`config.mk`:
```
export PLATFORM = sky130hd
export DESIGN_NAME = change_dispenser
export DESIGN_NICKNAME = d
export VERILOG_FILES = /design/src/rtl/change_pkg.sv /design/src/rtl/coin_inventory.sv /design/src/rtl/change_dispenser.sv
export SDC_FILE = /design/constraint.sdc
export NUM_CORES = 1
export LEC_CHECK = 0
export CAP_MARGIN = 20
export CELL_PAD_IN_SITES_DETAIL_PLACEMENT = 1
export CELL_PAD_IN_SITES_GLOBAL_PLACEMENT = 2
export CORE_ASPECT_RATIO = 0.9
export CORE_MARGIN = 4
export CORE_UTILIZATION = 32
export DETAILED_ROUTE_END_ITERATION = 12
export PLACE_DENSITY_LB_ADDON = 0.12
export SLEW_MARGIN = 0
export SYNTH_ARGS = -nofsm -noshare
export SYNTH_HDL_FRONTEND = slang
export SYNTH_HIERARCHICAL = 1
export SYNTH_SLANG_ARGS = --single-unit
```
`constraint.sdc`:
```
create_clock -name clk -period 3.4 [get_ports clk]
set_input_delay 0.51 -clock clk [delete_from_list [all_inputs] [get_ports clk]]
set_output_delay 0.51 -clock clk [all_outputs]
set_load 0.01 [all_outputs]
```
`src/rtl/change_pkg.sv`:
```
// rtl/change_pkg.sv - shared states, coin/fault encodings and coin values for the change dispenser
package change_pkg;

  typedef enum logic [2:0] {
    S_IDLE,
    S_CHECK,
    S_SELECT,
    S_REQ,
    S_GAP,
    S_DONE,
    S_FAULT
  } state_t;

  localparam logic [1:0] COIN_NONE = 2'b00;
  localparam logic [1:0] COIN_5    = 2'b01;
  localparam logic [1:0] COIN_10   = 2'b10;
  localparam logic [1:0] COIN_25   = 2'b11;

  localparam int VAL_5  = 5;
  localparam int VAL_10 = 10;
  localparam int VAL_25 = 25;

  localparam logic [1:0] FC_NONE   = 2'b00;
  localparam logic [1:0] FC_AMOUNT = 2'b01;
  localparam logic [1:0] FC_SHORT  = 2'b10;
  localparam logic [1:0] FC_JAM    = 2'b11;

  function automatic logic [4:0] coin_value(input logic [1:0] sel);
    case (sel)
      COIN_25: coin_value = 5'(VAL_25);
      COIN_10: coin_value = 5'(VAL_10);
      COIN_5:  coin_value = 5'(VAL_5);
      default: coin_value = 5'd0;
    endcase
  endfunction

endpackage

```
`src/rtl/coin_inventory.sv`:
```
// rtl/coin_inventory.sv - per-denomination coin counters with restock load; only built with CHANGE_INVENTORY_EN
`ifdef CHANGE_INVENTORY_EN
module coin_inventory #(
  parameter int INV_W    = 4,
  parameter int N25_INIT = 8,
  parameter int N10_INIT = 8,
  parameter int N5_INIT  = 8
) (
  input  logic clk,
  input  logic reset,
  input  logic restock,
  input  logic dec_25,
  input  logic dec_10,
  input  logic dec_5,
  output logic avail_25,
  output logic avail_10,
  output logic avail_5,
  output logic low_25,
  output logic low_10,
  output logic low_5
);

  logic [INV_W-1:0] cnt_25;
  logic [INV_W-1:0] cnt_10;
  logic [INV_W-1:0] cnt_5;

  // Decrements only arrive for coins reported available, so counters never wrap.
  always_ff @(posedge clk) begin
    if (reset || restock) begin
      cnt_25 <= INV_W'(N25_INIT);
      cnt_10 <= INV_W'(N10_INIT);
      cnt_5  <= INV_W'(N5_INIT);
    end else begin
      if (dec_25) cnt_25 <= cnt_25 - INV_W'(1);
      if (dec_10) cnt_10 <= cnt_10 - INV_W'(1);
      if (dec_5)  cnt_5  <= cnt_5 - INV_W'(1);
    end
  end

  assign low_25   = (cnt_25 == '0);
  assign low_10   = (cnt_10 == '0);
  assign low_5    = (cnt_5 == '0);
  assign avail_25 = !low_25;
  assign avail_10 = !low_10;
  assign avail_5  = !low_5;

endmodule
`endif

```
`src/rtl/change_dispenser.sv`:
```
// rtl/change_dispenser.sv - greedy coin payout FSM driving a single-coin hopper
// CHANGE_INVENTORY_EN enables finite coin inventory, restock, low flags and short-change fault.
module change_dispenser #(
  parameter int AMT_W       = 8,
  parameter int INV_W       = 4,
  parameter int N25_INIT    = 8,
  parameter int N10_INIT    = 8,
  parameter int N5_INIT     = 8,
  parameter int ACK_TIMEOUT = 1000000,
  parameter int GAP_CYCLES  = 16
) (
  input  logic             clk,
  input  logic             reset,
  input  logic             start,
  input  logic [AMT_W-1:0] change_amount,
  input  logic             hopper_ack,
  input  logic             restock,
  input  logic             fault_clr,
  output logic             eject_req,
  output logic [1:0]       coin_sel,
  output logic             busy,
  output logic             done,
  output logic             fault,
  output logic [1:0]       fault_code,
  output logic [AMT_W-1:0] remaining,
  output logic             low_25,
  output logic             low_10,
  output logic             low_5
);
  import change_pkg::*;

  localparam int TMR_MAX = (ACK_TIMEOUT > GAP_CYCLES) ? ACK_TIMEOUT : GAP_CYCLES;
  localparam int TMR_W   = $clog2(TMR_MAX + 1);

  state_t           state_q, state_d;
  logic [AMT_W-1:0] remaining_d;
  logic [TMR_W-1:0] timer_q, timer_d;
  logic             eject_d, done_d, fault_d, busy_d;
  logic [1:0]       coin_d, code_d;
  logic             dec_25, dec_10, dec_5;
  logic             avail_25, avail_10, avail_5;

`ifdef CHANGE_INVENTORY_EN
  coin_inventory #(
    .INV_W   (INV_W),
    .N25_INIT(N25_INIT),
    .N10_INIT(N10_INIT),
    .N5_INIT (N5_INIT)
  ) u_inv (
    .clk     (clk),
    .reset   (reset),
    .restock (restock && (state_q == S_IDLE)),
    .dec_25  (dec_25),
    .dec_10  (dec_10),
    .dec_5   (dec_5),
    .avail_25(avail_25),
    .avail_10(avail_10),
    .avail_5 (avail_5),
    .low_25  (low_25),
    .low_10  (low_10),
    .low_5   (low_5)
  );
`else
  // Unlimited supply: every coin is always available.
  localparam int unused_inv_cfg = INV_W + N25_INIT + N10_INIT + N5_INIT;
  logic unused_inv_sigs;
  assign unused_inv_sigs = ^{restock, dec_25, dec_10, dec_5};
  assign avail_25 = 1'b1;
  assign avail_10 = 1'b1;
  assign avail_5  = 1'b1;
  assign low_25   = 1'b0;
  assign low_10   = 1'b0;
  assign low_5    = 1'b0;
`endif

  always_ff @(posedge clk) begin
    if (reset) begin
      state_q    <= S_IDLE;
      remaining  <= '0;
      timer_q    <= '0;
      eject_req  <= 1'b0;
      coin_sel   <= COIN_NONE;
      busy       <= 1'b0;
      done       <= 1'b0;
      fault      <= 1'b0;
      fault_code <= FC_NONE;
    end else begin
      state_q    <= state_d;
      remaining  <= remaining_d;
      timer_q    <= timer_d;
      eject_req  <= eject_d;
      coin_sel   <= coin_d;
      busy       <= busy_d;
      done       <= done_d;
      fault      <= fault_d;
      fault_code <= code_d;
    end
  end

  always_comb begin
    state_d     = state_q;
    remaining_d = remaining;
    timer_d     = timer_q;
    eject_d     = eject_req;
    coin_d      = coin_sel;
    done_d      = 1'b0;
    fault_d     = fault;
    code_d      = fault_code;
    dec_25      = 1'b0;
    dec_10      = 1'b0;
    dec_5       = 1'b0;
    case (state_q)
      S_IDLE: begin
        if (start) begin
          remaining_d = change_amount;
          state_d     = S_CHECK;
        end
      end
      S_CHECK: begin
        if ((remaining % AMT_W'(VAL_5)) != '0) begin
          state_d = S_FAULT;
          fault_d = 1'b1;
          code_d  = FC_AMOUNT;
        end else if (remaining == '0) begin
          state_d = S_DONE;
          done_d  = 1'b1;
        end else begin
          state_d = S_SELECT;
        end
      end
      S_SELECT: begin
        state_d = S_REQ;
        eject_d = 1'b1;
        timer_d = '0;
        if (remaining >= AMT_W'(VAL_25) && avail_25) begin
          coin_d = COIN_25;
        end else if (remaining >= AMT_W'(VAL_10) && avail_10) begin
          coin_d = COIN_10;
        end else if (avail_5) begin
          coin_d = COIN_5;
        end else begin
          state_d = S_FAULT;
          eject_d = 1'b0;
          fault_d = 1'b1;
          code_d  = FC_SHORT;
        end
      end
      S_REQ: begin
        if (hopper_ack && eject_req) begin
          remaining_d = remaining - AMT_W'(coin_value(coin_sel));
          dec_25      = (coin_sel == COIN_25);
          dec_10      = (coin_sel == COIN_10);
          dec_5       = (coin_sel == COIN_5);
          eject_d     = 1'b0;
          coin_d      = COIN_NONE;
          timer_d     = '0;
          state_d     = S_GAP;
        end else if (timer_q == TMR_W'(ACK_TIMEOUT - 1)) begin
          // Jammed hopper: nothing was paid, so remaining and inventory stay put.
          eject_d = 1'b0;
          coin_d  = COIN_NONE;
          timer_d = '0;
          fault_d = 1'b1;
          code_d  = FC_JAM;
          state_d = S_FAULT;
        end else begin
          timer_d = timer_q + TMR_W'(1);
        end
      end
      S_GAP: begin
        if (timer_q == TMR_W'(GAP_CYCLES - 1)) begin
          timer_d = '0;
          if (remaining == '0) begin
            state_d = S_DONE;
            done_d  = 1'b1;
          end else begin
            state_d = S_SELECT;
          end
        end else begin
          timer_d = timer_q + TMR_W'(1);
        end
      end
      S_DONE: state_d = S_IDLE;
      S_FAULT: begin
        if (fault_clr) begin
          state_d = S_IDLE;
          fault_d = 1'b0;
          code_d  = FC_NONE;
        end
      end
      default: state_d = S_IDLE;
    endcase
    busy_d = (state_d == S_CHECK) || (state_d == S_SELECT) ||
             (state_d == S_REQ) || (state_d == S_GAP);
  end

endmodule

```
==> impl_results.md <==
- Run status: completed
- Register area share after synthesis: 27.2%
- Synth cell types: 71
- Util after Layout: 39.6%
- Leading post-synthesis cells by cell area: dfxtp_1 (27%), nor2_1 (7.8%), a21oi_1 (5.4%)
- Peak VDD IR: 0.231 mV
- Cell-internal power: 1.38 mW
- Slew Limit Fails: 0
- Leak: 1.23 nW
- Clock Power Share: 16.1%
- Most frequent cell after synthesis: nor2_1
- Die width: 108 um
- Post-synth top area share: 27.2%
- Required @ worst endpoint: 3.58 ns
- Clk_lat worst skew: 0.30 ns
- Top-Level Pins: 33
- Initial DRC count: 128
- # DRC: 0
- Startpoint types: flip-flop
- Combinational fraction of design power: 58.0%
- Non-Filler Instances: 540
- WL/cell: 16.3 um
- Core Region: 8650 um^2
- Layout cell share with drive strength beyond 1: 10.9%
- Largest family of logic cells by synthesized area: simple AND/OR/NAND/NOR gates
- Mux cell area share after synthesis: 0%
- Clock root buffer: clkbuf_8
- Placed cells: 531
- Vias in the first global route: 2906
- Period utilization: 94.7%
- Die Area: 10600 um^2
- Final setup viols: 0
- Fraction of registers with async set/reset: 0%
- Min-Delay Path Class: flip-flop to flip-flop
- Clock Path Buffers: 2
- Gr ovfl total: 0
- Max-cap violation count: 0
- Post-DP HPWL: 6520 um
- Crit path max fanout: 10
- FF+latch count, synth: 39
- Simple logic cell fraction of the synthesized area: 31.7%
- Post-synthesis to final-layout area growth: 19.3%
- Routed WL: 8810 um
- Nets@finish: 443
- Switch share: 44.6%
- H-tree depth reported by CTS: 2
- Post-synthesis compound-gate area fraction: 26.3%
- Vias post-DR: 2919
- RSZ-0062 raised after global routing: no
- Crit Path Class: flip-flop to flip-flop
- Crit path DAT: 3.40 ns
- Worst-margin pin slew: 1.06 ns
- Fin crit period: 3.22 ns
- Netlist Area Pre-Place: 2870 um^2
- First-pass GRT wire length: 14600 um
- CP endpoint kind: flip-flop
- Starting density of the core: 33.2%
- PortBufs: 28
- Fmax achieved: 311 MHz
- Sw power: 1.11 mW
- Synth top cells by count: nor2_1 (60), nand2_1 (41), dfxtp_1 (39), a21oi_1 (31), o21ai_0 (27)
- CTS Buf Count: 5
- Total Routing Usage GR: 16.8%
- Num rows: 32
- Fillers: 1118
- Top FF cell, synth: dfxtp_1
- Fin. Hold Viols: 0
- Adder-Cell Fraction of Synth Area: 4.18%
- Pwr Total: 2.48 mW
- Initial antenna violation count: 0
- Cell Pwr Density: 724 nW/um^2
- Slew headroom: 29.0%
- Syn avg cell area: 7.33 um^2
- Cell taking the most area after synthesis: dfxtp_1
- Antenna diodes: 0
- Antenna Nets Post-Route: 0
- Largest net degree at the start of global routing: 23
- Xor and xnor area share after synthesis: 3.66%
- # clock sinks: 39
- Gpl congestion: 0.793
- Vias per Instance: 5.41
- Post-Syn Instances: 392
- Y dimension of the die: 97.9 um
- Post-synth EDFFs: 0
- Finished Cell Area: 3430 um^2
- CTS clk-pin slew, worst paths: 0.08 ns
- Sequential power share: 25.9%
- CTS tree: done
- Placed Instance Area: 3280 um^2
- Fin Setup TNS: 0 ns
- Clock Skew: 0.00809 ns
- TritonRoute pass-1 iters: 4
- Ys Warns: 6
==> cell families after synthesis <==
family	after synthesis
compound gates	112
xor+xnor	12
fa+ha+maj	9
buf+inv	37
flops	39
other cells	1
simple gates	182
==> stage by stage <==
step / hold WS (ns) / setup slack [ns]
final: 0.464 / 0.180
after global routing: 0.479 / 0.0364
after CTS: 0.466 / 0.0552
after detailed placement: 0.448 / 0.0603
after global placement: 0.446 / 0.115
after floorplan: 0.444 / 0.325
==> critical path, stage by stage, from the launching register on <==
cell and delay, ns:
dfxtp_4 0.39, or4_4 0.56, o22ai_2 0.14, a211oi_2 0.11, and2_4 0.21, ha_1 0.20
nand3b_1 0.19, a211o_1 0.31, a311o_1 0.31, nor3_4 0.20, nand2_1 0.12, a2111oi_4 0.37
==> cells in the final DEF (no fill, tap or decap), types with 9 or more instances in the layout <==
master / n
a211oi_1: 9
buf_4: 19
dfxtp_1: 36
a21oi_1: 31
clkdlybuf4s50_1: 28
nand2_1: 41
xor2_1: 10
nand3_1: 14
nor2_1: 60
o21ai_0: 26
==> path summary, 6_finish.rpt <==
path	startpoint	to	slack (ns)	cells past startpoint
hold / removal	fault	fault	0.46	2
hold reg to reg	fault	fault	0.46	2
setup / recovery	remaining[6]	done	0.18	11
setup reg to reg	remaining[6]	done	0.18	11
==> power groups by stage <==
stage               Sequential (mW)  Combinational [mW]  Clock [mW]
finish                        0.642                1.44       0.400
global route                  0.659                1.60       0.435
CTS                           0.640                1.39       0.416
detailed placement            0.650                1.39           0
global placement              0.646                1.36           0
floorplan                     0.615               0.997           0
==> layer usage <==
layer / GRT usage [%] / vias up / wire [um]
met5: 0 / - / 0
li1: - / 1466 / -
met2: 26.7 / 26 / 3930
met4: 2.91 / 0 / 52
met1: 24.4 / 1423 / 4630
met3: 2.45 / 4 / 202
==> sequential cells by signal, summed over array words and instances (netlist names) <==
| signal | count |
|---|---|
| remaining | 8 |
| fault | 1 |
| timer_q | 20 |
| busy | 1 |
| state_q | 3 |
| done | 1 |
| coin_sel | 2 |
| eject_req | 1 |
| fault_code | 2 |
==> what timing repair did <==
action / 4_1_cts / 5_1_grt
endpoints found under the setup margin: 0 / 1
setup buffers: 0 / 1
gates resized for setup: 0 / 6
hold buffers: 0 / 0
==> cell type report <==
class	instances	area (um^2)	area share, %
Sequential cell	39	787	23.0
Clock inverter	3	43.8	1.28
Multi-Input combinational cell	318	1920	56.1
Timing Repair Buffer	47	423	12.3
Inverter	9	33.8	0.986
Clock buffer	5	68.8	2.01
Tap cell	119	149	4.35
No activity file was read; power rests on OpenSTA's default activity.
